**src/rtl/fetch_pkg.sv**
```systemverilog
// Shared types and constants for the fetch stage: FSM states, memory sizing, NOP encoding.
package fetch_pkg;

    typedef enum logic [1:0] {
        IDLE,
        LOAD,
        FETCH,
        HALT
    } fetch_state_e;

    localparam logic [31:0] NOP = 32'h0000_0013;

    function automatic int mem_bytes(input int no_of_regs);
        return no_of_regs * 4;
    endfunction

endpackage

```
**src/rtl/fetch_boot_loader.sv**
```systemverilog
// Boot loader write pointer and handshake; accepts one word per cycle while active.
// Signals completion on the last flagged word or when the final memory word is written.
module fetch_boot_loader
    import fetch_pkg::*;
#(
    parameter int REG_SIZE  = 32,
    parameter int MEM_BYTES = 1024
) (
    input  logic                clk_i,
    input  logic                rst_ni,
    input  logic                active_i,
    input  logic                ld_valid_i,
    input  logic                ld_last_i,
    output logic                ld_ready_o,
    output logic [REG_SIZE-1:0] ld_ptr_o,
    output logic                done_o
);

    logic [REG_SIZE-1:0] ld_ptr_q, ld_ptr_d, ld_ptr_nxt;
    logic                accept;

    assign ld_ready_o = active_i;
    assign accept     = active_i & ld_valid_i;
    assign ld_ptr_nxt = ld_ptr_q + REG_SIZE'(4);
    assign done_o     = accept & (ld_last_i | (ld_ptr_nxt == REG_SIZE'(MEM_BYTES)));
    assign ld_ptr_o   = ld_ptr_q;

    // Rewind on completion so a later boot always starts from word 0.
    always_comb begin
        ld_ptr_d = ld_ptr_q;
        if (done_o) begin
            ld_ptr_d = '0;
        end else if (accept) begin
            ld_ptr_d = ld_ptr_nxt;
        end
    end

    always_ff @(posedge clk_i or negedge rst_ni) begin
        if (!rst_ni) begin
            ld_ptr_q <= '0;
        end else begin
            ld_ptr_q <= ld_ptr_d;
        end
    end

endmodule

```
**src/rtl/fetch_ctrl.sv**
```systemverilog
// Fetch-stage controller: owns the PC, shares the imem port with the boot loader, drives IF/ID.
// One cycle from mem_addr_o to inst_o; stall holds IF/ID, branch inserts one bubble, faults halt.
module fetch_ctrl
    import fetch_pkg::*;
#(
    parameter int                  REG_SIZE       = 32,
    parameter int                  MEM_SIZE_IN_KB = 1,
    parameter int                  NO_OF_REGS     = MEM_SIZE_IN_KB * 1024 / 4,
    parameter logic [REG_SIZE-1:0] RESET_PC       = '0
) (
    input  logic                clk_i,
    input  logic                rst_ni,
    input  logic                boot_en_i,
    input  logic                ld_valid_i,
    input  logic [REG_SIZE-1:0] ld_data_i,
    input  logic                ld_last_i,
    output logic                ld_ready_o,
    output logic [REG_SIZE-1:0] mem_addr_o,
    output logic                mem_we_o,
    output logic [REG_SIZE-1:0] mem_wdata_o,
    input  logic [REG_SIZE-1:0] mem_rdata_i,
    input  logic                stall_i,
    input  logic                br_taken_i,
    input  logic [REG_SIZE-1:0] br_target_i,
    output logic [REG_SIZE-1:0] pc_o,
    output logic [REG_SIZE-1:0] inst_o,
    output logic                inst_valid_o,
    output logic                boot_done_o,
    output logic                err_o
);

    localparam int                  MEM_BYTES_I = mem_bytes(NO_OF_REGS);
    localparam logic [REG_SIZE-1:0] MEM_BYTES   = REG_SIZE'(MEM_BYTES_I);
    localparam logic [REG_SIZE-1:0] LAST_PC     = MEM_BYTES - REG_SIZE'(4);

    fetch_state_e        state_q;
    logic [REG_SIZE-1:0] pc_q, pc_o_q, inst_q;
    logic                inst_valid_q, boot_done_q, err_q;
    logic [REG_SIZE-1:0] ld_ptr;
    logic                ld_done, loading, br_bad;

    assign loading = (state_q == LOAD);
    assign br_bad  = (br_target_i[1:0] != 2'b00) || (br_target_i >= MEM_BYTES);

    fetch_boot_loader #(
        .REG_SIZE  (REG_SIZE),
        .MEM_BYTES (MEM_BYTES_I)
    ) u_loader (
        .clk_i      (clk_i),
        .rst_ni     (rst_ni),
        .active_i   (loading),
        .ld_valid_i (ld_valid_i),
        .ld_last_i  (ld_last_i),
        .ld_ready_o (ld_ready_o),
        .ld_ptr_o   (ld_ptr),
        .done_o     (ld_done)
    );

    assign mem_addr_o   = loading ? ld_ptr : pc_q;
    assign mem_we_o     = loading & ld_valid_i;
    assign mem_wdata_o  = ld_data_i;
    assign pc_o         = pc_o_q;
    assign inst_o       = inst_q;
    assign inst_valid_o = inst_valid_q;
    assign boot_done_o  = boot_done_q;
    assign err_o        = err_q;

    always_ff @(posedge clk_i or negedge rst_ni) begin
        if (!rst_ni) begin
            state_q      <= IDLE;
            pc_q         <= RESET_PC;
            pc_o_q       <= '0;
            inst_q       <= '0;
            inst_valid_q <= 1'b0;
            boot_done_q  <= 1'b0;
            err_q        <= 1'b0;
        end else begin
            case (state_q)
                IDLE: begin
                    pc_q        <= RESET_PC;
                    state_q     <= boot_en_i ? LOAD : FETCH;
                    boot_done_q <= !boot_en_i;
                end
                LOAD: begin
                    if (ld_done) begin
                        state_q     <= FETCH;
                        pc_q        <= RESET_PC;
                        boot_done_q <= 1'b1;
                    end
                end
                FETCH: begin
                    // A redirect outranks a stall so hazards can never swallow a branch.
                    if (br_taken_i) begin
                        inst_valid_q <= 1'b0;
                        if (br_bad) begin
                            state_q <= HALT;
                            err_q   <= 1'b1;
                        end else begin
                            pc_q <= br_target_i;
                        end
                    end else if (!stall_i) begin
                        pc_o_q       <= pc_q;
                        inst_q       <= mem_rdata_i;
                        inst_valid_q <= 1'b1;
                        pc_q         <= pc_q + REG_SIZE'(4);
                        if (pc_q == LAST_PC) begin
                            state_q <= HALT;
                            err_q   <= 1'b1;
                        end
                    end
                end
                HALT: begin
                    inst_valid_q <= 1'b0;
                    err_q        <= 1'b1;
                end
                default: state_q <= IDLE;
            endcase
        end
    end

endmodule

```
**config.mk**
```make
export PLATFORM = sky130hd
export DESIGN_NAME = fetch_ctrl
export DESIGN_NICKNAME = d
export VERILOG_FILES = /design/src/rtl/fetch_pkg.sv /design/src/rtl/fetch_boot_loader.sv /design/src/rtl/fetch_ctrl.sv
export SDC_FILE = /design/constraint.sdc
export NUM_CORES = 1
export LEC_CHECK = 0
export ABC_CLOCK_PERIOD_IN_PS = 4100
export BUFFER_PORTS_ARGS = -buffer_cell sky130_fd_sc_hd__buf_2
export CAP_MARGIN = 15
export CORE_MARGIN = 4
export CORE_UTILIZATION = 40
export CTS_CLUSTER_DIAMETER = 50
export DETAILED_ROUTE_END_ITERATION = 6
export HOLD_SLACK_MARGIN = 0.06
export PLACE_DENSITY = 0.64
export SLEW_MARGIN = 10
export SYNTH_ARGS = -nofsm -noshare
export SYNTH_HDL_FRONTEND = slang
export SYNTH_SLANG_ARGS = --single-unit
```
**constraint.sdc**
```tcl
create_clock -name clk_i -period 4.1 [get_ports clk_i]
set_input_delay 0.41 -clock clk_i [delete_from_list [all_inputs] [get_ports clk_i]]
set_output_delay 0.41 -clock clk_i [all_outputs]
set_load 0.03 [all_outputs]
```
== Word-level counts from Yosys, hierarchy flattened ==
Cells that the tools add are included.
Word-level totals
  output and inout bits: 133
  flip-flop bits (word level): 133
  bits of input ports: 103
  word-level logic and storage cells: 65
Operators by class
  bitwise logic cells: 5
  mux-type cells: 25
  reduce and logical (&&, ||, !) cells: 14
  magnitude comparators: 1
  equal/unequal tests: 10
  add/subtract/negate cells: 2
Operators by type and width (count)
  2-to-1 mux 32 bit: 7
  one-hot mux 32 bit (3 select lines): 1
  adder 32 x 3 -> 32 bit (second input constant): 2
  == test 32 x 10 -> 1 bit (second input constant): 1
  == test 32 x 11 -> 1 bit (second input constant): 1
  greater-or-equal comparator 32 x 11 -> 1 bit (second input constant): 1
  2-to-1 mux 2 bit: 6
  != test 3 bit (second input constant): 4
  AND reduction 4 bit: 2
  nonzero test 2 bit: 4
  2-to-1 mux 1 bit: 7
  one-hot mux 1 bit (2 select lines): 3
  one-hot mux 2 bit (3 select lines): 1
  AND reduction 5 bit: 1
  == test 2 bit (second input constant): 2
  AND reduction 2 bit: 2
  AND reduction 3 bit: 1
  nonzero test 3 bit: 1
  AND 1 bit: 2
  == test 2 x 1 -> 1 bit (second input constant): 1
  logical NOT 2 bit: 1
  != test 2 bit (second input constant): 1
  inverter 1 bit: 2
  logical NOT 1 bit: 1
  2 further kinds: 2

== Depth between registers and ports, before layout ==
Gate-level depths: netlist of run 1.
  depth after elaboration: 6
  mapped depth: 12
  gate-level depth less buffers: 9

== Hierarchy ==
A second synthesis of run 1 with hierarchy kept.
Second synthesis, totals
  cell total of the unflattened synthesis: 770
  area, all modules: 7619.8 um^2
Modules (own cells, without submodules)
  fetch_ctrl: instances 1, area each 5431.5 um^2, seq. area each 2527.4 um^2, cells an instance 504
  fetch_boot_loader: instances 1, area each 2188.3 um^2, seq. area each 750.7 um^2, cells an instance 266

== Least setup slack after synthesis of run 1 ==
Ideal clock, no wire load.
  path kind: register -> register
  start: reg u_loader.ld_ptr_q[2] (netlist: u_loader.ld_ptr_o[2])
  end: reg pc_q[31]
  path slack: 0.950 ns
  cell stages (with the launch flop): 12
  data required time: 3.967 ns
  buffers on the path: 2
  arrival time: 3.017 ns
  period minus slack after synthesis: 3.150 ns
  setup time: 0.133 ns
  cell sequence: dfrtp_1 ha_1 nand3_2 or4_4 or4b_1 o311ai_1 nand3_2 o41a_1 buf_6 buf_6 o31ai_1 o41ai_1
On the way
  cells in the longest elaborated chain, start to end: 6
Ends and longest elaborated chain
  from (decl): line fetch_boot_loader.sv:19  | logic [REG_SIZE-1:0] ld_ptr_q, ld_ptr_d, ld_ptr_nxt;
  from (signal assigned): line fetch_boot_loader.sv:42  | ld_ptr_q <= ld_ptr_d;
  adder 32 x 3 -> 32 bit: line fetch_boot_loader.sv:24  | assign ld_ptr_nxt = ld_ptr_q + REG_SIZE'(4);
  == test 32 x 11 -> 1 bit: line fetch_boot_loader.sv:25  | assign done_o = accept & (ld_last_i | (ld_ptr_nxt == REG_SIZE'(MEM_BYTES)));
  OR 1 bit: line fetch_boot_loader.sv:25
  AND 1 bit: line fetch_boot_loader.sv:25
  != test 2 bit (no source line)
  AND reduction 4 bit (no source line)
  to (signal assigned): line fetch_ctrl.sv:99  | pc_q <= br_target_i;
  to (signal assigned): line fetch_ctrl.sv:105  | pc_q <= pc_q + REG_SIZE'(4);
  to (decl): line fetch_ctrl.sv:37  | logic [REG_SIZE-1:0] pc_q, pc_o_q, inst_q;
Every way passes these cells.
A chain may end at the register's enable or synchronous reset.

== Worst setup path after layout of run 1 ==
Same ends and word-level chain as after synthesis.

==> out/metrics.csv, run 1 <==
stage,metric,value,unit
final_layout,layout cells sized above 1,35.4,%
grt,pin count of the biggest net entering global routing,86,
routing,Initial DRC Count,865,
critical_path,critical path launch point type,flip-flop,
final_layout,"final std cell area, no fill",0.00926,mm^2
clocking,maximum buffer depth of the clock tree,2,
synth,most numerous cell in the Yosys netlist,sky130_fd_sc_hd__dfrtp_1,
clocking,clock-pin slew on the worst setup and hold paths,0.06,ns
critical_path,kind of capture point of the worst setup path,flip-flop,
sta,count of final hold-check violations,0,
sta,Setup-failing EPs final,0,
floorplanning,horizontal extent of the die,147,um
routing,total routed wirelength,23.3,mm
synth,per-instance average area after synthesis,9.56,um^2
synth,top_reg_cell synth,sky130_fd_sc_hd__dfrtp_1,
placement,GPL Wtd Cong,0.890,
placement,"Cell Area, Placed",0.00861,mm^2
placement,DP Wirelength,16.7,mm
clocking,source-to-sink clock delay at the later pin of the worst-skew pair,0.43,ns
clocking,CTS tree,built,
sta,worst hold slack across all endpoints,0.0389,ns
clocking,TritonCTS Buffers,17,
flow_run,count of maximum capacitance violations,0,
run_status,run status,"complete, but fails checks",
routing,Pre-Repair DR Iteration Count,7,
grt,global-route wire length before repair,37.2,mm
routing,DRC violation count after routing,1,
floorplanning,number of primary I/O pins,236,
min_path,worst hold path class,input pin to asynchronous set/reset pin,
final_layout,"count of placed standard cells in the final layout, fillers left out",1198,
floorplanning,FP Rows,50,
sta,post-route clock skew,0.00825,ns
synth,yosys synthesis warning count,0,
sta,slew of the pin with the lowest slew margin,0.769,ns
synth,library cell with the largest summed area after synthesis,sky130_fd_sc_hd__dfrtp_1,
synth,number of synthesized flops with an enable pin,0,
critical_path,kind of critical path,flip-flop to flip-flop,
synth,leading cell types by count after synthesis,"sky130_fd_sc_hd__dfrtp_1 (131), sky130_fd_sc_hd__mux2_2 (98), sky130_fd_sc_hd__nor2_1 (59)",
grt,number of antenna violations at the first check in global routing,0,
synth,count of unique library cells instantiated by Yosys,61,
pwr,peak ir drop on the vdd network,347,uV
synth,Area contributors post-synth,"sky130_fd_sc_hd__dfrtp_1 (42%), sky130_fd_sc_hd__mux2_2 (14%), sky130_fd_sc_hd__buf_4 (3.1%)",
synth,share of flip-flops with an asynchronous set or reset after synthesis,100,%
synth,Mapped Nets,922,
grt,overall global routing resource usage,21.4,%
clocking,number of setup buffers added after CTS,0,
synth,Synth Instances,813,
routing,vias per inst,5.82,
sta,final period utilization,90.9,%
clocking,clk sink count,131,
sta,top achievable clock speed,268,MHz
critical_path,Critical Path AT,4.03,ns
pwr,LEAKAGE,0.00423,uW
sta,number of max-slew violations in the final report,0,
floorplanning,core footprint,0.0189,mm^2
clocking,Root Buffer,sky130_fd_sc_hd__clkbuf_16,
sta,Relative slew margins,48.7,%
synth,netlist area before placement,0.00777,mm^2
routing,wire per inst,19.5,um
pwr,power density normalized to cell area,668,mW/mm^2
floorplanning,overall die height,147,um
synth,share of the synthesized area in the top cell type,42.2,%
floorplanning,initial core utilization,41.2,%
final_layout,Inserted Diodes,0,
synth,"flops & latches, synth",131,
sta,aggregate negative setup slack,0,ns
grt,gr ovfl total,0,
clocking,CTS H-tree depth,4,
critical_path,maximum net fanout on the critical path,17,
critical_path,required time at the endpoint of the critical path,4.40,ns
routing,residual antenna-violating net count after detailed routing,0,
run_status,violated checks,DRC,
synth,share of the yosys chip area belonging to registers,42.2,%
clocking,"Gates resized, CTS repair",0,
sta,unrepaired setup endpoints after global routing,no,
placement,placed insts,1166,
placement,number of port buffers,171,
final_layout,Final Util,49.0,%
grt,via count of the first global-routing pass,6667,
sta,min Tclk post-route,3.73,ns
floorplanning,die footprint,0.0217,mm^2
final_layout,Area growth syn-to-layout,19.1,%
clocking,"Hold-fix buffers, CTS",0,
final_layout,NumNets Final,1034,
routing,Via Count,6974,
==> registers in the layout, summed over array words and instances (netlist names) <==
| name | flops |
|---|---|
| state_q | 2 |
| err_o | 1 |
| inst_o | 32 |
| pc_o | 32 |
| inst_valid_o | 1 |
| pc_q | 32 |
| boot_done_o | 1 |
| u_loader.ld_ptr_o | 30 |
==> path summary, 6_finish.rpt <==
| check | to | depth (start not counted) | startpoint | slack (ns) |
|---|---|---|---|---|
| worst max-delay path | pc_q[31] | 10 | u_loader.ld_ptr_o[2] | 0.37 |
| worst min-delay path | inst_o[31] | 1 | rst_ni | 0.04 |
| worst max register to register | pc_q[31] | 10 | u_loader.ld_ptr_o[2] | 0.37 |
| worst min register to register | err_o | 1 | err_o | 0.48 |
| max in group asynchronous | u_loader.ld_ptr_o[10] | 2 | rst_ni | 3.21 |
| min in group clk_i | inst_o[15] | 2 | mem_rdata_i[15] | 0.21 |
==> report_power, final <==
part | switching (uW) | internal (uW) | leakage (uW)
combinational | 1600 | 864 | 0.00222
clock | 648 | 1040 | 0.000310
sequential | 366 | 1670 | 0.00170
==> placed cells by master (no fill, tap or decap), types with 4 or more instances in the layout <==
cell / count
sky130_fd_sc_hd__a21o_1: 6
sky130_fd_sc_hd__a21oi_1: 30
sky130_fd_sc_hd__a22o_1: 17
sky130_fd_sc_hd__a22oi_1: 10
sky130_fd_sc_hd__a31oi_1: 8
sky130_fd_sc_hd__and2_1: 8
sky130_fd_sc_hd__and3_1: 14
sky130_fd_sc_hd__and4_1: 5
sky130_fd_sc_hd__buf_2: 170
sky130_fd_sc_hd__buf_4: 20
sky130_fd_sc_hd__bufinv_16: 4
sky130_fd_sc_hd__clkbuf_16: 17
sky130_fd_sc_hd__dfrtp_1: 131
sky130_fd_sc_hd__ha_1: 6
sky130_fd_sc_hd__inv_1: 9
sky130_fd_sc_hd__mux2_2: 98
sky130_fd_sc_hd__nand2_1: 45
sky130_fd_sc_hd__nand2b_1: 4
sky130_fd_sc_hd__nand3_1: 25
sky130_fd_sc_hd__nand4_1: 21
sky130_fd_sc_hd__nor2_1: 58
sky130_fd_sc_hd__nor2b_1: 6
sky130_fd_sc_hd__nor3_1: 31
sky130_fd_sc_hd__nor4_1: 27
sky130_fd_sc_hd__o21ai_0: 44
sky130_fd_sc_hd__o21ai_1: 18
sky130_fd_sc_hd__o31ai_1: 29
sky130_fd_sc_hd__o41ai_1: 4
sky130_fd_sc_hd__or3_1: 5
sky130_fd_sc_hd__xnor2_1: 6
==> cell type report <==
cell class              count  area [um^2]
fillers                  1833         9630
well taps                 260          325
clock buffers              17          425
repair buffers            192         1030
multi-input cells         574         3940
clock inverters            15          221
inverters                   9         33.8
flip-flops and latches    131         3280
==> logic make-up (layout without fill, tap and decap cells) <==
kind of cell | Yosys count | in the layout | synth area share (%)
AND/OR/NAND/NOR | 269 | 269 | 18.3
XOR/XNOR | 7 | 7 | 0.789
buffers and inverters | 108 | 233 | 7.23
AO/OA/AOI/OAI | 192 | 192 | 16.1
multiplexers | 100 | 100 | 14.5
adder cells (fa/ha/maj) | 6 | 6 | 0.966
flip-flops | 131 | 131 | 42.2
==> through the flow <==
step / total power, uW / worst slack, ns
floorplan: 3760 / 0.950
global route: 6490 / 0.182
finish: 6190 / 0.373
CTS: 6220 / 0.431
global placement: 4490 / 0.517
detailed placement: 4520 / 0.448
==> critical path, cell delays in order, from the launching register on <==
cell	delay [ns]
sky130_fd_sc_hd__dfrtp_1	0.44
sky130_fd_sc_hd__ha_1	0.27
sky130_fd_sc_hd__nand3_2	0.16
sky130_fd_sc_hd__or4_4	0.60
sky130_fd_sc_hd__or4b_1	0.49
sky130_fd_sc_hd__o311ai_1	0.15
sky130_fd_sc_hd__nand3_2	0.13
sky130_fd_sc_hd__o41a_1	0.67
sky130_fd_sc_hd__buf_4	0.32
sky130_fd_sc_hd__o31ai_1	0.24
sky130_fd_sc_hd__o41ai_1	0.12
==> per-layer routing <==
layer | up-vias | GRT usage (%) | routed length [um]
li1 | 3217 | - | -
met1 | 3395 | 27.8 | 9720
met2 | 318 | 35.8 | 11600
met3 | 44 | 4.78 | 1560
met4 | 0 | 6.38 | 506
met5 | - | 0 | 0
Note: power is estimated with default switching activity, not from simulation.
==> run 2, diff against run 1 <==
--- a/config.mk
+++ b/config.mk
@@ -13,4 +13,5 @@
 export CTS_CLUSTER_DIAMETER = 50
 export DETAILED_ROUTE_END_ITERATION = 6
+export GPL_TIMING_DRIVEN = 1
 export HOLD_SLACK_MARGIN = 0.06
 export PLACE_DENSITY = 0.64
==> constraint.sdc (replaced) <==
create_clock -name clk_i -period 4.1 [get_ports clk_i]
set_input_delay 0.205 -clock clk_i [delete_from_list [all_inputs] [get_ports clk_i]]
set_output_delay 0.205 -clock clk_i [all_outputs]
set_load 0.03 [all_outputs]
==> run 2 against run 1 <==
The flow now finishes without violations. Hold slack better by 0.046 ns. Sequential share of layout area is 1.1 points lower. First-iteration DRC count is 7.1% lower. Combinational power hardly changed. Clock-buffer cell count is 2 higher. Critical path type unchanged. Critical endpoint is now pc_q[8]. Largest power group unchanged.
==> out/metrics.csv, run 2 (synthesis results as in run 1) <==
stage,metric,value,unit,change
final_layout,"most common cell after layout, fill and taps aside",sky130_fd_sc_hd__buf_2,,
placement,placed insts,1164,,-0.17%
final_layout,Final Util,50.5,%,+1.5 points
clocking,clk sink count,131,,unchanged
routing,Initial DRC Count,804,,-7.1%
critical_path,critical path launch point type,flip-flop,,
routing,residual antenna-violating net count after detailed routing,0,,unchanged
critical_path,kind of capture point of the worst setup path,flip-flop,,
critical_path,flop2flop setup slack,0.45,ns,+0.08 ns
min_path,worst hold path class,input pin to flip-flop,,
clocking,number of setup buffers added after CTS,0,,unchanged
floorplanning,number of primary I/O pins,236,,unchanged
critical_path,cell seen most often among critical-path stages,sky130_fd_sc_hd__nand3_2,,
floorplanning,FP Rows,50,,unchanged
clocking,clock-pin slew on the worst setup and hold paths,0.06,ns,about the same
critical_path,list of cells traversed by the critical path,"ha_1, nand3_2, or4_4, or4b_1, o311ai_1, nand3_2, o41ai_2, nand3_2, buf_4, o21ai_0",,
clocking,CTS H-tree depth,4,,unchanged
routing,wire per inst,19.4,um,-0.65%
sta,unrepaired setup endpoints after global routing,no,,
sta,post-route clock skew,0.00835,ns,+0.0000962 ns
pwr,power density normalized to cell area,646,mW/mm^2,-3.3%
grt,global-route wire length before repair,38.1,mm,+2.4%
clocking,Root Buffer,sky130_fd_sc_hd__clkbuf_16,,
clocking,TritonCTS Buffers,17,,unchanged
floorplanning,horizontal extent of the die,147,um,unchanged
clocking,"Hold-fix buffers, CTS",33,,+33
sta,slew of the pin with the lowest slew margin,0.856,ns,+0.0869 ns
critical_path,required time at the endpoint of the critical path,4.44,ns,+0.04 ns
flow_run,count of maximum capacitance violations,0,,unchanged
routing,total routed wirelength,23.8,mm,+1.8%
sta,top achievable clock speed,274,MHz,+2.1%
sta,worst hold slack across all endpoints,0.0852,ns,+0.0464 ns
run_status,run status,finished clean,,
final_layout,"count of placed standard cells in the final layout, fillers left out",1228,,+2.5%
sta,aggregate negative setup slack,0,ns,unchanged
clocking,CTS tree,built,,
final_layout,Area growth syn-to-layout,22.8,%,
pwr,peak ir drop on the vdd network,382,uV,+10%
clocking,"Gates resized, CTS repair",0,,unchanged
final_layout,NumNets Final,1065,,+3.0%
grt,gr ovfl total,0,,unchanged
grt,pin count of the biggest net entering global routing,66,,-23%
sta,Setup-failing EPs final,0,,unchanged
floorplanning,overall die height,147,um,unchanged
sta,Relative slew margins,43.0,%,-5.8 points
placement,DP Wirelength,16.5,mm,-1.0%
pwr,LEAKAGE,0.00435,uW,+2.8%
placement,"Cell Area, Placed",0.00858,mm^2,-0.32%
sta,min Tclk post-route,3.65,ns,-0.0775 ns
grt,overall global routing resource usage,21.8,%,+0.43 points
final_layout,"leading cell types in the layout, fill and taps excluded","sky130_fd_sc_hd__buf_2 (170), sky130_fd_sc_hd__dfrtp_1 (131), sky130_fd_sc_hd__mux2_2 (98), sky130_fd_sc_hd__nor2_1 (58), sky130_fd_sc_hd__nand2_1 (45)",,
placement,number of port buffers,171,,unchanged
critical_path,Critical Path AT,3.99,ns,-0.04 ns
routing,Via Count,7114,,+2.0%
grt,number of antenna violations at the first check in global routing,0,,unchanged
clocking,maximum buffer depth of the clock tree,2,,unchanged
routing,vias per inst,5.79,,-0.48%
sta,number of max-slew violations in the final report,0,,unchanged
grt,via count of the first global-routing pass,6924,,+3.9%
clocking,source-to-sink clock delay at the later pin of the worst-skew pair,0.42,ns,about the same
critical_path,standard cell with the maximum stage delay on the critical path,sky130_fd_sc_hd__or4_4,,
placement,GPL Wtd Cong,0.957,,+7.6%
floorplanning,die footprint,0.0217,mm^2,unchanged
sta,count of final hold-check violations,0,,unchanged
floorplanning,initial core utilization,41.2,%,unchanged
final_layout,"final std cell area, no fill",0.00955,mm^2,+3.1%
final_layout,layout cells sized above 1,34.0,%,-1.4 points
routing,Pre-Repair DR Iteration Count,5,,-2
critical_path,kind of critical path,flip-flop to flip-flop,,
sta,final period utilization,89.0,%,-1.9 points
critical_path,delay contributed by the slowest stage of the critical path,0.60,ns,-0.07 ns
critical_path,maximum net fanout on the critical path,18,,+1
final_layout,Inserted Diodes,0,,unchanged
routing,DRC violation count after routing,0,,-1
floorplanning,core footprint,0.0189,mm^2,unchanged
[run 2: cell count changes in the layout (fill, tap and decap cells not counted), sizes merged]
| cell | before | now |
|---|---|---|
| clkbuf | 17 | 19 |
| inv | 15 | 10 |
| clkinv | 3 | 5 |
| buf | 192 | 190 |
| dlygate4sd3 | 0 | 33 |
[run 2: metal layers]
metal | part of all wire, % | vias to the layer above | GRT usage, %
li1 | - | 3304 | -
met1 | 42 | 3429 | 29.0
met2 | 49 | 327 | 35.3
met3 | 6.4 | 54 | 4.35
met4 | 2.8 | 0 | 8.20
met5 | 0 | - | 0
[run 2: per-stage QoR]
stage,power (uW),worst slack (ns)
3_5_place_dp,4510,0.515
4_1_cts,6190,0.468
3_3_place_gp,4470,0.628
6_report,6170,0.450
2_1_floorplan,3760,0.950
5_1_grt,6460,0.134
[run 2: cell type report]
type | count | area (um^2)
multi-input cells | 574 | 3940
repair buffers | 223 | 1340
flip-flops and latches | 131 | 3280
clock inverters | 12 | 180
fillers | 1765 | 9350
clock buffers | 19 | 453
inverters | 9 | 33.8
well taps | 260 | 325
[run 2: final timing paths]
kind,startpoint,end,cells after the start
setup / recovery,u_loader.ld_ptr_o[2],pc_q[8],10
hold / removal,br_target_i[18],pc_q[18],3
setup reg to reg,u_loader.ld_ptr_o[2],pc_q[8],10
hold reg to reg,err_o,err_o,1
max in group asynchronous,rst_ni,u_loader.ld_ptr_o[6],3
min in group asynchronous,rst_ni,pc_o[18],2
[run 2: power by group]
part | internal (uW) | total, uW | switching (uW)
Clock | 1050 | 1640 | 595
Sequential | 1670 | 2050 | 378
Combinational | 876 | 2480 | 1600
[run 2: worst max-delay path: cells and delay by family (launching register included)]
family | cells | cell delay, ns
simple gates | 5 | 1.69
compound gates | 3 | 0.84
flops | 1 | 0.45
buf+inv | 1 | 0.30
fa+ha+maj | 1 | 0.28
